[src/rtl/branch_predict_unit_if.sv]
// Fetch-lookup / execute-resolve bundle between the B32P pipeline and the
// branch predictor. The pipeline is the master; branch_predict_unit is the slave.
interface branch_predict_unit_if #(
    parameter int ADDR_W = 32
);
    logic              lu_valid;
    logic [ADDR_W-1:0] lu_pc;
    logic              flush;
    logic              pred_valid;
    logic              pred_taken;
    logic [ADDR_W-1:0] pred_target;
    logic              rs_valid;
    logic [ADDR_W-1:0] rs_pc;
    logic              rs_is_branch;
    logic              rs_taken;
    logic [ADDR_W-1:0] rs_target;
    logic              rs_pred_taken;
    logic [ADDR_W-1:0] rs_pred_target;
    logic              mispredict;
    logic [ADDR_W-1:0] redirect_addr;
    logic [31:0]       perf_lookups;
    logic [31:0]       perf_mispredicts;

    modport master (
        output lu_valid, lu_pc, flush,
        output rs_valid, rs_pc, rs_is_branch, rs_taken, rs_target,
        output rs_pred_taken, rs_pred_target,
        input  pred_valid, pred_taken, pred_target,
        input  mispredict, redirect_addr, perf_lookups, perf_mispredicts
    );

    modport slave (
        input  lu_valid, lu_pc, flush,
        input  rs_valid, rs_pc, rs_is_branch, rs_taken, rs_target,
        input  rs_pred_taken, rs_pred_target,
        output pred_valid, pred_taken, pred_target,
        output mispredict, redirect_addr, perf_lookups, perf_mispredicts
    );
endinterface

[src/rtl/branch_predict_unit.sv]
// Direct-mapped BTB with 2-bit counters: predicts at fetch, resolves and trains at execute.
// Optional saturating performance counters are built when BPU_PERF_COUNTERS_EN is defined.
module branch_predict_unit #(
    parameter int ADDR_W  = 32,
    parameter int ENTRIES = 16
) (
    input  logic                 clk,
    input  logic                 reset_n,
    branch_predict_unit_if.slave bus
);
    localparam int IDX_W = $clog2(ENTRIES);
    localparam int TAG_W = ADDR_W - IDX_W;

    logic              r_valid  [ENTRIES];
    logic [1:0]        r_ctr    [ENTRIES];
    logic [TAG_W-1:0]  r_tag    [ENTRIES];
    logic [ADDR_W-1:0] r_target [ENTRIES];

    logic              r_pred_valid;
    logic              r_pred_taken;
    logic [ADDR_W-1:0] r_pred_target;
    logic              r_mispredict;
    logic [ADDR_W-1:0] r_redirect_addr;

    logic [IDX_W-1:0]  w_lu_idx;
    logic [TAG_W-1:0]  w_lu_tag;
    logic              w_lu_accept;
    logic              w_lu_hit;
    logic [IDX_W-1:0]  w_rs_idx;
    logic [TAG_W-1:0]  w_rs_tag;
    logic              w_rs_hit;
    logic              w_upd;
    logic              w_mispredict;
    logic [ADDR_W-1:0] w_redirect;

    function automatic logic [1:0] sat_ctr(input logic [1:0] ctr, input logic taken);
        logic [1:0] nxt;
        case ({taken, ctr})
            3'b1_11: nxt = 2'b11;
            3'b0_00: nxt = 2'b00;
            3'b1_00, 3'b1_01, 3'b1_10: nxt = ctr + 2'b01;
            3'b0_01, 3'b0_10, 3'b0_11: nxt = ctr - 2'b01;
            default: nxt = ctr;
        endcase
        return nxt;
    endfunction

    assign w_lu_idx    = bus.lu_pc[IDX_W-1:0];
    assign w_lu_tag    = bus.lu_pc[ADDR_W-1:IDX_W];
    assign w_lu_accept = bus.lu_valid & ~bus.flush;
    assign w_lu_hit    = r_valid[w_lu_idx] & (r_tag[w_lu_idx] == w_lu_tag);

    assign w_rs_idx = bus.rs_pc[IDX_W-1:0];
    assign w_rs_tag = bus.rs_pc[ADDR_W-1:IDX_W];
    assign w_rs_hit = r_valid[w_rs_idx] & (r_tag[w_rs_idx] == w_rs_tag);
    assign w_upd    = bus.rs_valid & bus.rs_is_branch;

    // Non-branches predicted taken also redirect to the fall-through PC.
    assign w_mispredict = bus.rs_valid &
        ((bus.rs_is_branch & bus.rs_taken &
          (~bus.rs_pred_taken | (bus.rs_pred_target != bus.rs_target))) |
         (~bus.rs_taken & bus.rs_pred_taken));
    assign w_redirect = (bus.rs_taken & bus.rs_is_branch) ? bus.rs_target
                                                          : bus.rs_pc + ADDR_W'(1);

    // Valid bits and counters: train on hit, allocate weakly-taken on a taken miss.
    always_ff @(posedge clk or negedge reset_n) begin
        if (!reset_n) begin
            for (int i = 0; i < ENTRIES; i++) begin
                r_valid[i] <= 1'b0;
                r_ctr[i]   <= 2'b00;
            end
        end else if (w_upd && w_rs_hit) begin
            r_ctr[w_rs_idx] <= sat_ctr(r_ctr[w_rs_idx], bus.rs_taken);
        end else if (w_upd && bus.rs_taken) begin
            r_valid[w_rs_idx] <= 1'b1;
            r_ctr[w_rs_idx]   <= 2'b10;
        end
    end

    // Tag and target arrays need no reset; valid gates every use of them.
    always_ff @(posedge clk) begin
        if (w_upd && bus.rs_taken) begin
            r_tag[w_rs_idx]    <= w_rs_tag;
            r_target[w_rs_idx] <= bus.rs_target;
        end
    end

    // Registered lookup result; reads the pre-update array contents.
    always_ff @(posedge clk or negedge reset_n) begin
        if (!reset_n) begin
            r_pred_valid  <= 1'b0;
            r_pred_taken  <= 1'b0;
            r_pred_target <= {ADDR_W{1'b0}};
        end else begin
            r_pred_valid  <= w_lu_accept;
            r_pred_taken  <= w_lu_accept & w_lu_hit & r_ctr[w_lu_idx][1];
            r_pred_target <= (w_lu_accept & w_lu_hit) ? r_target[w_lu_idx] : {ADDR_W{1'b0}};
        end
    end

    // Registered resolve result; redirect address holds between resolves.
    always_ff @(posedge clk or negedge reset_n) begin
        if (!reset_n) begin
            r_mispredict    <= 1'b0;
            r_redirect_addr <= {ADDR_W{1'b0}};
        end else begin
            r_mispredict <= w_mispredict;
            if (bus.rs_valid) begin
                r_redirect_addr <= w_redirect;
            end
        end
    end

    assign bus.pred_valid    = r_pred_valid;
    assign bus.pred_taken    = r_pred_taken;
    assign bus.pred_target   = r_pred_target;
    assign bus.mispredict    = r_mispredict;
    assign bus.redirect_addr = r_redirect_addr;

`ifdef BPU_PERF_COUNTERS_EN
    logic [31:0] r_perf_lookups;
    logic [31:0] r_perf_mispredicts;

    // Saturating event counters.
    always_ff @(posedge clk or negedge reset_n) begin
        if (!reset_n) begin
            r_perf_lookups     <= 32'h0000_0000;
            r_perf_mispredicts <= 32'h0000_0000;
        end else begin
            if (w_lu_accept && (r_perf_lookups != 32'hFFFF_FFFF)) begin
                r_perf_lookups <= r_perf_lookups + 32'h0000_0001;
            end
            if (w_mispredict && (r_perf_mispredicts != 32'hFFFF_FFFF)) begin
                r_perf_mispredicts <= r_perf_mispredicts + 32'h0000_0001;
            end
        end
    end

    assign bus.perf_lookups     = r_perf_lookups;
    assign bus.perf_mispredicts = r_perf_mispredicts;
`else
    assign bus.perf_lookups     = 32'h0000_0000;
    assign bus.perf_mispredicts = 32'h0000_0000;
`endif
endmodule
[src/flat_wrapper.sv]
// flat-port wrapper written by rule: the top's interface ports become plain ports
module branch_predict_unit_flat 
#(
    parameter int ADDR_W  = 32,
    parameter int ENTRIES = 16
)
  (clk, reset_n, bus_lu_valid, bus_lu_pc, bus_flush, bus_rs_valid, bus_rs_pc, bus_rs_is_branch, bus_rs_taken, bus_rs_target, bus_rs_pred_taken, bus_rs_pred_target, bus_pred_valid, bus_pred_taken, bus_pred_target, bus_mispredict, bus_redirect_addr, bus_perf_lookups, bus_perf_mispredicts);
  branch_predict_unit_if #(.ADDR_W(ADDR_W)) bus_i ();
  input  logic clk;
  input  logic reset_n;
  input wire logic [$bits(bus_i.lu_valid)-1:0] bus_lu_valid;
  input wire logic [$bits(bus_i.lu_pc)-1:0] bus_lu_pc;
  input wire logic [$bits(bus_i.flush)-1:0] bus_flush;
  input wire logic [$bits(bus_i.rs_valid)-1:0] bus_rs_valid;
  input wire logic [$bits(bus_i.rs_pc)-1:0] bus_rs_pc;
  input wire logic [$bits(bus_i.rs_is_branch)-1:0] bus_rs_is_branch;
  input wire logic [$bits(bus_i.rs_taken)-1:0] bus_rs_taken;
  input wire logic [$bits(bus_i.rs_target)-1:0] bus_rs_target;
  input wire logic [$bits(bus_i.rs_pred_taken)-1:0] bus_rs_pred_taken;
  input wire logic [$bits(bus_i.rs_pred_target)-1:0] bus_rs_pred_target;
  output wire logic [$bits(bus_i.pred_valid)-1:0] bus_pred_valid;
  output wire logic [$bits(bus_i.pred_taken)-1:0] bus_pred_taken;
  output wire logic [$bits(bus_i.pred_target)-1:0] bus_pred_target;
  output wire logic [$bits(bus_i.mispredict)-1:0] bus_mispredict;
  output wire logic [$bits(bus_i.redirect_addr)-1:0] bus_redirect_addr;
  output wire logic [$bits(bus_i.perf_lookups)-1:0] bus_perf_lookups;
  output wire logic [$bits(bus_i.perf_mispredicts)-1:0] bus_perf_mispredicts;
  assign bus_i.lu_valid = bus_lu_valid;
  assign bus_i.lu_pc = bus_lu_pc;
  assign bus_i.flush = bus_flush;
  assign bus_i.rs_valid = bus_rs_valid;
  assign bus_i.rs_pc = bus_rs_pc;
  assign bus_i.rs_is_branch = bus_rs_is_branch;
  assign bus_i.rs_taken = bus_rs_taken;
  assign bus_i.rs_target = bus_rs_target;
  assign bus_i.rs_pred_taken = bus_rs_pred_taken;
  assign bus_i.rs_pred_target = bus_rs_pred_target;
  assign bus_pred_valid = bus_i.pred_valid;
  assign bus_pred_taken = bus_i.pred_taken;
  assign bus_pred_target = bus_i.pred_target;
  assign bus_mispredict = bus_i.mispredict;
  assign bus_redirect_addr = bus_i.redirect_addr;
  assign bus_perf_lookups = bus_i.perf_lookups;
  assign bus_perf_mispredicts = bus_i.perf_mispredicts;
  branch_predict_unit #(.ADDR_W(ADDR_W), .ENTRIES(ENTRIES)) u_core (.clk(clk), .reset_n(reset_n), .bus(bus_i));
endmodule
[config.mk]
export PLATFORM = sky130hd
export DESIGN_NAME = branch_predict_unit_flat
export DESIGN_NICKNAME = d
export VERILOG_FILES = /design/src/rtl/branch_predict_unit_if.sv /design/src/rtl/branch_predict_unit.sv /design/src/flat_wrapper.sv
export SDC_FILE = /design/constraint.sdc
export NUM_CORES = 1
export LEC_CHECK = 0
export CORE_ASPECT_RATIO = 0.6
export CORE_UTILIZATION = 54
export DETAILED_ROUTE_END_ITERATION = 12
export GPL_ROUTABILITY_DRIVEN = 0
export PLACE_DENSITY_LB_ADDON = 0.05
export SLEW_MARGIN = 10
export SYNTH_ARGS = -nofsm -noshare
export SYNTH_HDL_FRONTEND = slang
export SYNTH_SLANG_ARGS = --single-unit
[constraint.sdc]
create_clock -name clk -period 2.85 [get_ports clk]
set_input_delay 0.285 -clock clk [delete_from_list [all_inputs] [get_ports clk]]
set_output_delay 0.285 -clock clk [all_outputs]
set_load 0.005 [all_outputs]
# ---- Word level (Yosys, flattened, before mapping)
# Memories as Yosys holds them, arrays and structs flattened.
# Index checks and enable logic that the tools add are counted.
dict set report word_totals {
  ram_bits 960
  latch_bits 0
  mem_count 2
  out_inout_bits 131
  wordCells 110
  reg_bits 115
  mem_bits_ro 0
}
dict set report classes {
  div_mod_pow 0
  multipliers 0
  n_reduce_logical 8
  magnitude_cmp 3
  mux 25
  n_bitwise 22
  shift 0
  n_eq_ne 10
  n_addsub 3
}
# name depth width read_ports rd_ports_with_merged_regs wr line
set mem_list {}
lappend mem_list {u_core.r_target 16 32 1 0 1 branch_predict_unit.sv:17} ;# logic [ADDR_W-1:0] r_target [ENTRIES];
lappend mem_list {u_core.r_tag 16 28 2 0 1 branch_predict_unit.sv:16} ;# logic [TAG_W-1:0] r_tag [ENTRIES];
# operator count
set op_table {}
lappend op_table {{two-way mux 32 bit} 4}
lappend op_table {{== test 28 bit} 2}
lappend op_table {{adder 32 x 1 -> 32 bit, second input constant} 1}
lappend op_table {{bitwise mux 32 bit} 1}
lappend op_table {{!= test 32 bit} 1}
lappend op_table {{OR 16 bit} 2}
lappend op_table {{AND 16 bit} 1}
lappend op_table {{binary-select mux 2 bit (select 4 bit)} 2}
lappend op_table {{NOT 16 bit} 1}
lappend op_table {{== test 3 bit, second input constant} 4}
lappend op_table {{two-way mux 2 bit} 6}
lappend op_table {{AND 1 bit} 10}
lappend op_table {{>= comparator 5 bit, second input constant} 2}
lappend op_table {{NOT 4 -> 5 bit} 2}
lappend op_table {{binary-select mux 1 bit (select 4 bit)} 2}
lappend op_table {{demux 2 bit (select 4 bit)} 1}
lappend op_table {{one-hot mux 2 bit (4 select lines)} 1}
lappend op_table {{two-way mux 1 bit} 7}
lappend op_table {{== test 3 x 2 -> 1 bit, second input constant} 2}
lappend op_table {{OR reduction 3 bit} 2}
lappend op_table {{less-than comparator 5 x 1 -> 1 bit, second input constant} 1}
lappend op_table {{demux 1 bit (select 4 bit)} 1}
lappend op_table {{NOT 1 bit} 4}
lappend op_table {{== test 3 x 1 -> 1 bit, second input constant} 1}
lappend op_table {{other kinds (7)} 10}

# ---- Depth between registers and ports, before layout
dict set report logic_depth {
  depth_word 10
  ltp_mapped 13
}

# ---- Worst setup path before layout
# Ideal clock, no wire load.
dict set report synth_path {
  path_kind {input-to-reg}
  from {in bus_rs_pc[0]}
  to {mem u_core.r_tag[0][0] (netlist name), enable pin}
  path_stages 9
  required_ps 2370
  t_arrival_ps 4182
  path_slack_ps -1811
  setup_time_ps 480
  cell_sequence {buf_6 -> buf_6 -> inv_2 -> buf_2 -> buf_2 -> ha_1 -> clkbuf_2 -> nand2_1 -> nor2_1}
}
# item line
set synth_rtl {}
lappend synth_rtl {{from (decl)} flat_wrapper.sv:15} ;# input wire logic [$bits(bus_i.rs_pc)-1:0] bus_rs_pc;
lappend synth_rtl {{to (decl)} branch_predict_unit.sv:16}
# Straight into the memory's write port.

==> metrics <==
Storage cell area=0.0317 mm²; Routed Antenna Nets=0; setup total negative slack=-25.81 ns; initial antenna violation count=8; post-synth top area share=59.9%; failing checks=setup timing; share of cells above drive strength 1=35.6%; Top FF cell, synth=edfxtp_1; Yosys cell types=77; cell count after synthesis=2554; Die Ht=233 µm; worst clock skew=0.0307 ns; Seq/Total Area, Yosys=65.9%; kind of critical path=flip-flop to flip-flop; register bit total from synthesis=1075; Worst IR Drop VDD=0.549 mV; Final Hold Viols=0; pre-CTS WS=-1.19 ns; nets=3287; Detail Placement HPWL=98.8 mm; Commonest cells post-synth=960 x edfxtp_1, 402 x mux4_2, 115 x dfrtp_1; worst-path maximum fanout=8; Pre-Repair DR Iteration Count=6; Ys Warns=0; Ports=267; clock transition time at the flip-flop clock pins of the worst setup and hold paths=0.07 ns; top cells by area, synth=edfxtp_1 60%, mux4_2 19%, dfrtp_1 6.0%; placed inst area=0.0552 mm²; endpoint type of the worst setup path=flip-flop; Buffers on Ports=202; Inst Count DP=4188; die width=387 µm; largest delay contributor family on the critical path=simple AND/OR/NAND/NOR gates; die area=0.0904 mm²; relative slew slack=40.1%; post-layout minimum cycle time=3.26 ns; per-cell routed wire length=34.1 µm; global-route wire length before repair=211 mm; number of CTS-inserted buffers=97; CP max stage delay=0.76 ns; vias in the first global route=28710; worst slew pin tran=0.890 ns; Synth area leader=edfxtp_1; remaining global-route overflow=0; EDFF count, synth=960; clock sink total=1075; Detailed Route WL=150 mm; GRT Total Usage=33.4%; pin count of the biggest net entering global routing=64; count leader, synth=edfxtp_1; core box area=0.0880 mm²; design area=0.0595 mm²; fin crit share=114%; synthesized area=0.0481 mm²; most used cell, CP=mux4_2; area of the multi-input gates=0.0159 mm²; Async S/R FF share, synth=10.7%; # fillers=5788; Buffers & Inverters on Critical Path=2; max cap viols=0; DRT iter0 DRCs=4064; Area growth syn-to-layout=23.6%; Worst-Skew Late Latency=0.73 ns; leakage=0.0205 µW; RSZ-0062 raised after global routing=true; Worst path slowest cell=nor4_1; PwrDens=579 mW/mm²; Setup WS post-layout=-0.409 ns; H-tree depth=3; FMAX=307 MHz; Worst setup SP type=flip-flop; fin. max-slew vios=0; DR vias/cell=6.65; Critical Path RT=3.50 ns; CTS Buffer Depth=3; # setup viols final=81; Root Buffer=clkbuf_16; Min-Delay Path Class=primary input to asynchronous set/reset pin; run status=finished with violations; worst-path cell chain=mux4_2 -> mux4_2 -> xor2_1 -> nor4_1 -> nand4b_1 -> buf_6 -> clkbuf_16 -> nor2b_1; FP Rows=84; worst endpoint data arrival time=3.91 ns; DRC errors left=0; starting density of the core=54.7%; clock tree from TritonCTS=built; post-layout utilization of the core=67.6%; Synth Area per Inst=18.8 µm²; via count=29210; Non-Filler Instances=4393
layout by cell type (no fill, tap or decap), drive strengths merged, types with 27 or more instances in the layout:
| cell type | instances |
|---|---|
| mux4 | 405 |
| o21ai | 35 |
| nor2b | 59 |
| nor4 | 28 |
| nor2 | 55 |
| xor2 | 29 |
| nand4 | 27 |
| clkdlybuf4s50 | 192 |
| clkinv | 36 |
| a21oi | 44 |
| xnor2 | 86 |
| conb | 64 |
| clkbuf | 134 |
| nand2 | 89 |
| buf | 473 |
| edfxtp | 960 |
| mux2 | 32 |
| dfrtp | 115 |
| mux2i | 82 |
worst register-to-register path, stage by stage, from the launching register on:
cell	delay (ns)
edfxtp_1	0.42
mux4_2	0.54
mux4_2	0.52
xor2_1	0.16
nor4_1	0.76
nand4b_1	0.20
buf_6	0.21
clkbuf_16	0.22
nor2b_1	0.15
report_power, final:
part	switching, µW	internal [µW]	leakage [µW]
combinational	1860	1670	0.00881
sequential	126	17400	0.0102
clock	6040	7380	0.00158
total	8020	26400	0.0205
final timing paths:
kind	start	endpoint	slack (ns)	depth (start not counted)
hold reg to reg	u_core.r_valid[14]	u_core.r_valid[14]	0.49	1
max in group asynchronous	reset_n	u_core.bus.redirect_addr[27]	1.86	3
setup / recovery	u_core.r_tag[15][1]	u_core.bus.pred_target[5]	-0.41	8
setup reg to reg	u_core.r_tag[15][1]	u_core.bus.pred_target[5]	-0.41	8
hold / removal	reset_n	u_core.bus.pred_target[24]	0.08	2
min in group clk	bus_rs_valid	u_core.bus.mispredict	0.17	3
logic make-up after synthesis:
logic type	after synthesis	share of synthesized area, %
AO/OA/AOI/OAI	224	3.40
XOR/XNOR	115	2.09
adder cells (fa/ha/maj)	6	0.146
buffers and inverters	261	3.10
flip-flops	1075	65.9
multiplexers	519	21.4
other	1	0.00779
AND/OR/NAND/NOR	353	3.97
final cells by class:
type | instances | area share [%]
antenna | 1 | 0.00421
clock buffer | 131 | 4.41
clock inverter | 52 | 1.06
inverter | 23 | 0.145
multi-input combinational | 1281 | 26.8
sequential | 1075 | 53.3
tap | 1161 | 2.44
timing repair buffer | 669 | 11.9
through the flow:
stage               hold WS [ns]  total power (µW)
global placement           0.253             21100
CTS                       0.0753             34500
global route              0.0943             35300
floorplan                -0.0106             19500
detailed placement         0.265             21200
finish                    0.0754             34400
layer usage:
metal	global-route usage, %	wire [µm]	vias up
met1	49.9	61600	15409
met3	12.1	20100	263
met4	8.36	4010	6
li1	-	-	11619
met2	46.7	64300	1913
met5	0	41	-
registers in the layout, indices dropped and copies added (netlist names):
signal	cells
u_core.r_target	512
u_core.r_tag	448
u_core.bus.pred_target	32
u_core.bus.redirect_addr	32
u_core.r_ctr	32
u_core.r_valid	16
u_core.bus.mispredict	1
u_core.bus.pred_taken	1
u_core.bus.pred_valid	1
repair_timing:
action | CTS | global route
hold endpoints to repair | 80 | 0
gates resized for setup | 69 | 55
buffers inserted | 12 | 3
hold buffers | 1 | 0
setup endpoints to repair | 81 | 81
pin swaps | 35 | 27
cloned | 9 | 1
(Power assumes the default switching activity.)
